<file path="config.mk">
export PLATFORM = sky130hd
export DESIGN_NAME = mem_to_bmb
export DESIGN_NICKNAME = d
export VERILOG_FILES = /design/src/rtl/mem_to_bmb.sv
export SDC_FILE = /design/constraint.sdc
export NUM_CORES = 1
export LEC_CHECK = 0
export CORE_AREA = 2 2 139 141
export CTS_BUF_LIST = sky130_fd_sc_hd__clkbuf_8
export CTS_CLUSTER_DIAMETER = 150
export CTS_CLUSTER_SIZE = 25
export DETAILED_ROUTE_END_ITERATION = 10
export DIE_AREA = 0 0 141 143
export GPL_TIMING_DRIVEN = 0
export PLACE_DENSITY = 0.71
export SLEW_MARGIN = 20
export SYNTH_ARGS = -nofsm -noshare
export SYNTH_HDL_FRONTEND = slang
export SYNTH_SLANG_ARGS = --single-unit
export TNS_END_PERCENT = 100
</file>
<file path="constraint.sdc">
create_clock -name clk_i -period 2.75 [get_ports clk_i]
set_input_delay 0.55 -clock clk_i [delete_from_list [all_inputs] [get_ports clk_i]]
set_output_delay 0.55 -clock clk_i [all_outputs]
set_load 0.005 [all_outputs]
</file>
<file path="src/rtl/mem_to_bmb.sv">
// mem_to_bmb: bridges mem req/gnt single-word accesses to single-beat BMB commands, one outstanding; MEM_TO_BMB_TIMEOUT_EN adds a response timeout
module mem_to_bmb #(
   parameter int AddrSize      = 32,
   parameter int DataSize      = 64,
   parameter int PayloadBits   = 2,
   parameter int TimeoutCycles = 255
) (
   input  logic                    clk_i,
   input  logic                    rst_i,
   input  logic                    mem_req,
   output logic                    mem_gnt,
   input  logic [AddrSize-1:0]     mem_addr,
   input  logic [DataSize-1:0]     mem_wdata,
   input  logic [DataSize/8-1:0]   mem_strb,
   input  logic                    mem_we,
   output logic                    mem_rvalid,
   output logic [DataSize-1:0]     mem_rdata,
   output logic                    mem_err,
   output logic                    bmb_cmd_valid,
   input  logic                    bmb_cmd_ready,
   output logic [AddrSize-1:0]     bmb_cmd_payload_address,
   output logic [PayloadBits-1:0]  bmb_cmd_payload_size,
   output logic                    bmb_cmd_payload_wr,
   output logic                    bmb_cmd_payload_uncached,
   output logic [DataSize-1:0]     bmb_cmd_payload_data,
   output logic [DataSize/8-1:0]   bmb_cmd_payload_mask,
   output logic                    bmb_cmd_payload_last,
   input  logic                    bmb_rsp_valid,
   output logic                    bmb_rsp_ready,
   input  logic [DataSize-1:0]     bmb_rsp_payload_data,
   input  logic                    bmb_rsp_payload_last,
   input  logic                    bmb_rsp_payload_error,
   output logic                    unexpected_rsp_o
);
   localparam int StrbSize = DataSize / 8;
   localparam int LowBits  = $clog2(StrbSize);
   typedef enum logic [1:0] {IDLE, CMD, RSP} state_t;
   state_t                state;
   logic [AddrSize-1:0]   addr_q;
   logic [DataSize-1:0]   wdata_q;
   logic [StrbSize-1:0]   strb_q;
   logic                  we_q;
   logic [DataSize-1:0]   rdata_q;
   logic                  err_q;
   logic                  rvalid_q;
   logic                  unexp_q;
   logic                  first_q;
   logic                  timeout;
`ifdef MEM_TO_BMB_TIMEOUT_EN
   localparam int TimerRaw  = $clog2(TimeoutCycles + 1);
   localparam int TimerBits = TimerRaw < 8 ? 8 : (TimerRaw > 32 ? 32 : TimerRaw);
   logic [TimerBits-1:0] timer_q;
   assign timeout = timer_q == TimerBits'(TimeoutCycles);
   always_ff @(posedge clk_i)
      if (rst_i || state == CMD) timer_q <= '0;
      else if (state == RSP && !bmb_rsp_valid) timer_q <= timer_q + 1'b1;
`else
   assign timeout = 1'b0;
`endif
   assign mem_gnt                  = state == IDLE && !rst_i;
   assign mem_rvalid               = rvalid_q;
   assign mem_rdata                = rdata_q;
   assign mem_err                  = err_q;
   assign bmb_cmd_valid            = state == CMD;
   assign bmb_cmd_payload_address  = addr_q & ~AddrSize'(StrbSize - 1);
   assign bmb_cmd_payload_size     = PayloadBits'(LowBits);
   assign bmb_cmd_payload_wr       = we_q;
   assign bmb_cmd_payload_uncached = 1'b1;
   assign bmb_cmd_payload_data     = wdata_q;
   assign bmb_cmd_payload_mask     = strb_q;
   assign bmb_cmd_payload_last     = 1'b1;
   assign bmb_rsp_ready            = 1'b1;
   assign unexpected_rsp_o         = unexp_q;
   always_ff @(posedge clk_i) begin
      if (rst_i) begin
         state    <= IDLE;
         addr_q   <= '0;
         wdata_q  <= '0;
         strb_q   <= '0;
         we_q     <= 1'b0;
         rdata_q  <= '0;
         err_q    <= 1'b0;
         rvalid_q <= 1'b0;
         unexp_q  <= 1'b0;
         first_q  <= 1'b0;
      end else begin
         rvalid_q <= 1'b0;
         if (bmb_rsp_valid && state != RSP) unexp_q <= 1'b1;
         case (state)
            IDLE: if (mem_req) begin
               addr_q  <= mem_addr;
               wdata_q <= mem_wdata;
               strb_q  <= mem_strb;
               we_q    <= mem_we;
               state   <= CMD;
            end
            CMD: if (bmb_cmd_ready) begin
               first_q <= 1'b1;
               state   <= RSP;
            end
            RSP: if (bmb_rsp_valid) begin
               rdata_q <= first_q ? bmb_rsp_payload_data : rdata_q;
               err_q   <= bmb_rsp_payload_error | (!first_q && err_q);
               first_q <= 1'b0;
               if (bmb_rsp_payload_last) begin
                  state    <= IDLE;
                  rvalid_q <= 1'b1;
               end
            end else if (timeout) begin
               rdata_q  <= '0;
               err_q    <= 1'b1;
               rvalid_q <= 1'b1;
               state    <= IDLE;
            end
            default: state <= IDLE;
         endcase
      end
   end
endmodule

</file>
# == Yosys cells after proc, flatten, opt, wreduce, memory -nomap -nowiden ==
# Cells that the tools add are included.
# totals
register_bits,175
inputBits,176
out_inout_bits,179
wordCells,42
# op_classes
n_eq_ne,7
n_mux,9
n_bitwise,3
reduce_logical,13
# op_table
cell,n
two-way mux 2 bit,4
!= test 2 bit (second input constant),4
one-hot mux 2 bit (3 select lines),1
AND reduction 3 bit,2
AND reduction 2 bit,2
AND reduction 4 bit,1
logical AND 1 bit,3
two-way mux 1 bit,3
OR reduction 3 bit,1
== test 2 x 1 -> 1 bit (second input constant),1
== test 2 bit (second input constant),1
logical NOT 1 bit,2
logical NOT 2 bit,1
!= test 2 x 1 -> 1 bit (second input constant),1
NOT 1 bit,2
one-hot mux 1 bit (2 select lines),1
nonzero test 2 bit,1
bitwise OR 1 bit,1

# == Depth between registers and ports, before layout ==
# depth
ltp_word,3
depth_mapped,6
mapped_depth_nobuf,3

# == Worst setup path after synthesis ==
# OpenSTA, ideal clock, no wires.
# synth_path
path_kind,input to output
start,input rst_i
end,output mem_gnt
arrival_ns,1.161
required_ns,2.200
path_slack_ns,1.039
stages,3
n_path_buf,2
path_cell_list,clkbuf_1 > clkbuf_1 > nor3_1
# synth_between
elab_chain_cells,2
# synth_lines
element,line,rtl
from (decl),9,"input logic rst_i,"
logical NOT 1 bit,60,assign mem_gnt = state == IDLE && !rst_i;
logical AND 1 bit,60,
to (decl),11,"output logic mem_gnt,"
# Every way passes these cells.

# == Final worst setup path ==
# Ends and elaborated chain as after synthesis.

==> flow_results.org <==
** Run status
- The run finished with clean final reports.

** Synthesis
- Post-Syn Area per Cell :: 8.021 um^2
- Adder-cell area share of the yosys netlist :: 0
- Number of register bits inferred by synthesis :: 172
- In the synthesized netlist, the number of instances is 760.
- Of the post-synthesis cell area, the part taken by muxes is 0.001642.
- Number of flops mapped to enable cells by yosys :: 0
- The mapped netlist covers slightly above 6000 um^2.
- For this run, the register share of the synthesized area comes to 0.5649.
- Among all flip-flop cells after synthesis, the most frequent one is dfxtp_1.
- Of the total synthesized cell area, the portion taken by AND, OR, NAND and NOR gates is 0.2213.
- After synthesis, the netlist uses 21 different library cells.
- After synthesis, the largest family of logic cells by area is simple AND/OR/NAND/NOR gates.
- Post-Synth XOR/XNOR Area :: 0
- During synthesis, Yosys emitted a total of 0 warnings.
- The complex-gate fraction of the synthesized area came to 0.1416.
- Share of flip-flops with an asynchronous set or reset :: 0

** Power
- Internal power of the cells :: slightly below 4 mW
- Switch share :: 0.2572
- The analysis attributes to cell leakage a power of around 3.7 nW.
- IR analysis of the VDD net gives a maximum drop of 0.2700 mV.
- Combinational fraction of design power :: 0.153
- Sequential Power Share :: 0.495
- Total net switching power :: 1.374 mW
- After layout, the design draws a total of 5.344 mW.
- Clock power share :: 0.352
- In this run the power density over the cells is 521.1 nW/um^2.

** STA
- Number of failing setup endpoints in the final timing report :: 0
- In this run the tightest slew margin relative to its limit is 0.6233.
- Setup repair after global routing left no endpoint under its margin.
- Hold WS :: 0.4559 ns
- The max-slew violation count was 0.
- Final Hold Viols :: 0
- For the final database, setup skew stands at 0.01619 ns.
- For the final routed database, the setup TNS stands at 0 ns.
- Achievable Freq :: 0.4231 GHz
- Post-layout min period :: 2.364 ns
- At the pin with the least slew margin, the transition time is 0.5651 ns.
- Crit share post-route :: 0.8595

** Placed design
- Summed over all nets, the half-perimeter wirelength after detailed placement is 16150 um.
- In this run, placement finished with an instance count of approximately 1.3k.
- Weighted congestion at the end of routability-driven global placement :: 0.7900
- Post-DP Area :: 9834 um^2
- Port buffering added 342 buffers.

** Detailed routing
- The final route contains 6226 vias.
- In the routed design, unresolved DRC markers number 0.
- Via-per-instance ratio :: about 4.5
- DR WL/cell :: 15.38 um
- Routed Antenna Nets :: 0
- Aggregate routed wire length :: between 20000 and 25000 um
- First-pass iteration count of the detailed router :: 4
- First DRT Iteration DRCs :: 162

** Finish
- Area added between synthesis and finish :: 68.21%
- The number of antenna diodes in the final layout is 0.
- Once layout is done, the placed cells without fillers occupy 10250 um^2.
- Post-layout net count :: 1303
- Fraction of final layout cells with drive strength greater than 1 :: 0.06667
- After filler insertion, the fill cell instance count of the layout stands at 1742.
- For this run, the number of standard cells in the final layout without fillers is 1374.

** Floorplan
- DIE AREA :: 20160 um^2
- Horizontal extent of the die :: roughly 140 um
- The initialized floorplan defines 50 standard-cell rows.
- Initial standard-cell utilization of the core :: 0.3281
- roughly 360 I/O pins were placed.
- The floorplan step defined a core boundary enclosing about 19000 um^2.
- Die Height :: about 140 um

** CTS
- TritonCTS built the clock tree.
- Clock input transition at the sequential cells of the worst setup and hold paths :: 0.09 ns
- No sink is reached through more buffers than the 2 on the longest clock path.
- The number of clock buffers added by TritonCTS is 17.
- Clock latency on the worst-skew pair, taken at its later pin, is 0.46 ns.
- The clock drives about 170 sinks.
- In this run the clock root is driven by a clkbuf_8.
- The clock tree synthesis step divided the H-tree into 4 levels.
- The number of setup buffers added after CTS is 0.

** Global routing
- First-pass GRT wire length :: around 32000 um
- Entering global routing, the biggest net connects 17 pins.
- Antenna violations before repair :: 0
- Via count of the first global-routing pass :: 5996
- Total overflow reported by the global router :: 0
- In the global route stage, overall resource usage came out at 0.2014.

** Worst setup path
- Ordered cell list for the critical path :: clkbuf_2 > clkbuf_1 > nor3_1 > clkdlybuf4s50_1
- The slowest stage of the critical path belongs to the cell clkdlybuf4s50_1.
- Number of buffer and inverter stages on the critical path :: 3
- Data required time at the worst endpoint :: 2.20 ns
- Of all nets on the critical path, the largest fanout is 10.
- For the worst setup path, the data arrival time is 1.81 ns.
- Top cell family by delay on the critical path :: buffers and inverters
- The worst setup path is captured at a primary output.
- Stage delay of the slowest cell on the critical path :: between 0.5 and 0.6 ns
- Category of the critical setup timing path :: primary input to primary output
- Startpoint kind of the worst setup timing path :: primary input

** Flow run
- Max Cap Viol :: 0

** Worst hold path
- Worst hold-check path type :: flop to flop
[area by class of cell]
| class | instances | area [um^2] | share of cell area |
|---|---|---|---|
| Timing Repair Buffer | 342 | 3423 | 0.3339 |
| Tap cell | 234 | 292.8 | 0.02855 |
| Sequential cell | 172 | 3443 | 0.3358 |
| Clock buffer | 19 | 261.5 | 0.02550 |
| Buffer | 65 | 420.4 | 0.04100 |
| Clock inverter | 13 | 156.4 | 0.01525 |
| Inverter | 1 | 3.754 | 0.0003661 |
| Multi-Input combinational cell | 528 | 2252 | 0.2196 |
[path summary, 6_finish.rpt]
kind | startpoint | endpoint | slack (ns) | depth (start not counted)
worst min-delay path | addr_q[16] | addr_q[16] | 0.46 | 2
worst min register to register | addr_q[16] | addr_q[16] | 0.46 | 2
worst max-delay path | rst_i | mem_gnt | 0.39 | 4
worst max register to register | state[1] | bmb_cmd_payload_mask[7] | 1.27 | 5
[sequential cells by signal (all words and copies together) (netlist names)]
register              count
bmb_cmd_payload_data     64
mem_rdata                64
addr_q                   29
bmb_cmd_payload_mask      8
state                     2
bmb_cmd_payload_wr        1
first_q                   1
mem_err                   1
mem_rvalid                1
unexpected_rsp_o          1
[routing by layer]
layer  vias up  part of all wire  GRT usage
li1       3152                 -          -
met1      2798              0.40     0.2182
met2       255              0.50     0.3656
met3        21             0.091    0.08115
met4         0             0.013    0.05316
met5         -                 0          0
[cell usage in the layout, fill, tap and decap left out, drive strengths merged]
| cell type | netlist | layout |
|---|---|---|
| buf | 43 | 43 |
| dfxtp | 172 | 172 |
| nand2b | 1 | 1 |
| or3b | 1 | 1 |
| nand3b | 1 | 1 |
| clkbuf | 22 | 41 |
| and4b | 1 | 1 |
| nand2 | 334 | 334 |
| conb | 2 | 8 |
| nand4b | 1 | 1 |
| bufinv | 0 | 2 |
| nor3b | 1 | 1 |
| inv | 1 | 8 |
| a21oi | 169 | 169 |
| mux2i | 1 | 1 |
| a32oi | 1 | 1 |
| nor3 | 3 | 3 |
| nor2 | 2 | 2 |
| clkinv | 0 | 2 |
| nor2b | 3 | 3 |
| clkinvlp | 0 | 2 |
| clkdlybuf4s50 | 0 | 342 |
| a2111oi | 1 | 1 |
[repair_timing]
item | in CTS | in global routing
hold buffers | 0 | 0
gates resized for setup | 0 | 2
endpoints found under the setup margin | 0 | 1
[metrics by stage]
step,utilization,setup slack (ns)
after detailed placement,0.5293,0.08103
final,0.5519,0.3865
after floorplan,-,1.039
after global placement,0.5293,0.1041
after global routing,0.5519,0.2666
after CTS,0.5518,0.07697
[Yosys cell counts (2+ instances only)]
master    instances  area [um^2]
nor3_1            3        15.01
conb_1            2        7.510
buf_4            11        82.58
dfxtp_1         172         3443
clkbuf_1         22        82.58
nor2_1            2        7.510
nand2_1         334         1254
nor2b_1           3        18.77
buf_6            15        168.9
buf_2            17        85.08
a21oi_1         169        845.8
[tightest hold or removal path: stages, from the launching register on]
cell and delay, ns:
dfxtp_1 0.32, nand2_1 0.05, a21oi_1 0.05
[power by group through the flow]
stage / sequential [mW] / clock [mW] / combinational (mW)
floorplan: 2.71 / 0 / 0.266
CTS: 2.64 / 1.93 / 0.830
finish: 2.64 / 1.88 / 0.820
detailed placement: 2.70 / 0 / 0.825
global route: 2.66 / 2.04 / 0.891
global placement: 2.70 / 0 / 0.821
[logic make-up after synthesis]
kind of cell,count (synthesis)
simple gates,348
flops,172
compound gates,171
buf+inv,66
other cells,2
mux,1
(Power assumes the default switching activity.)
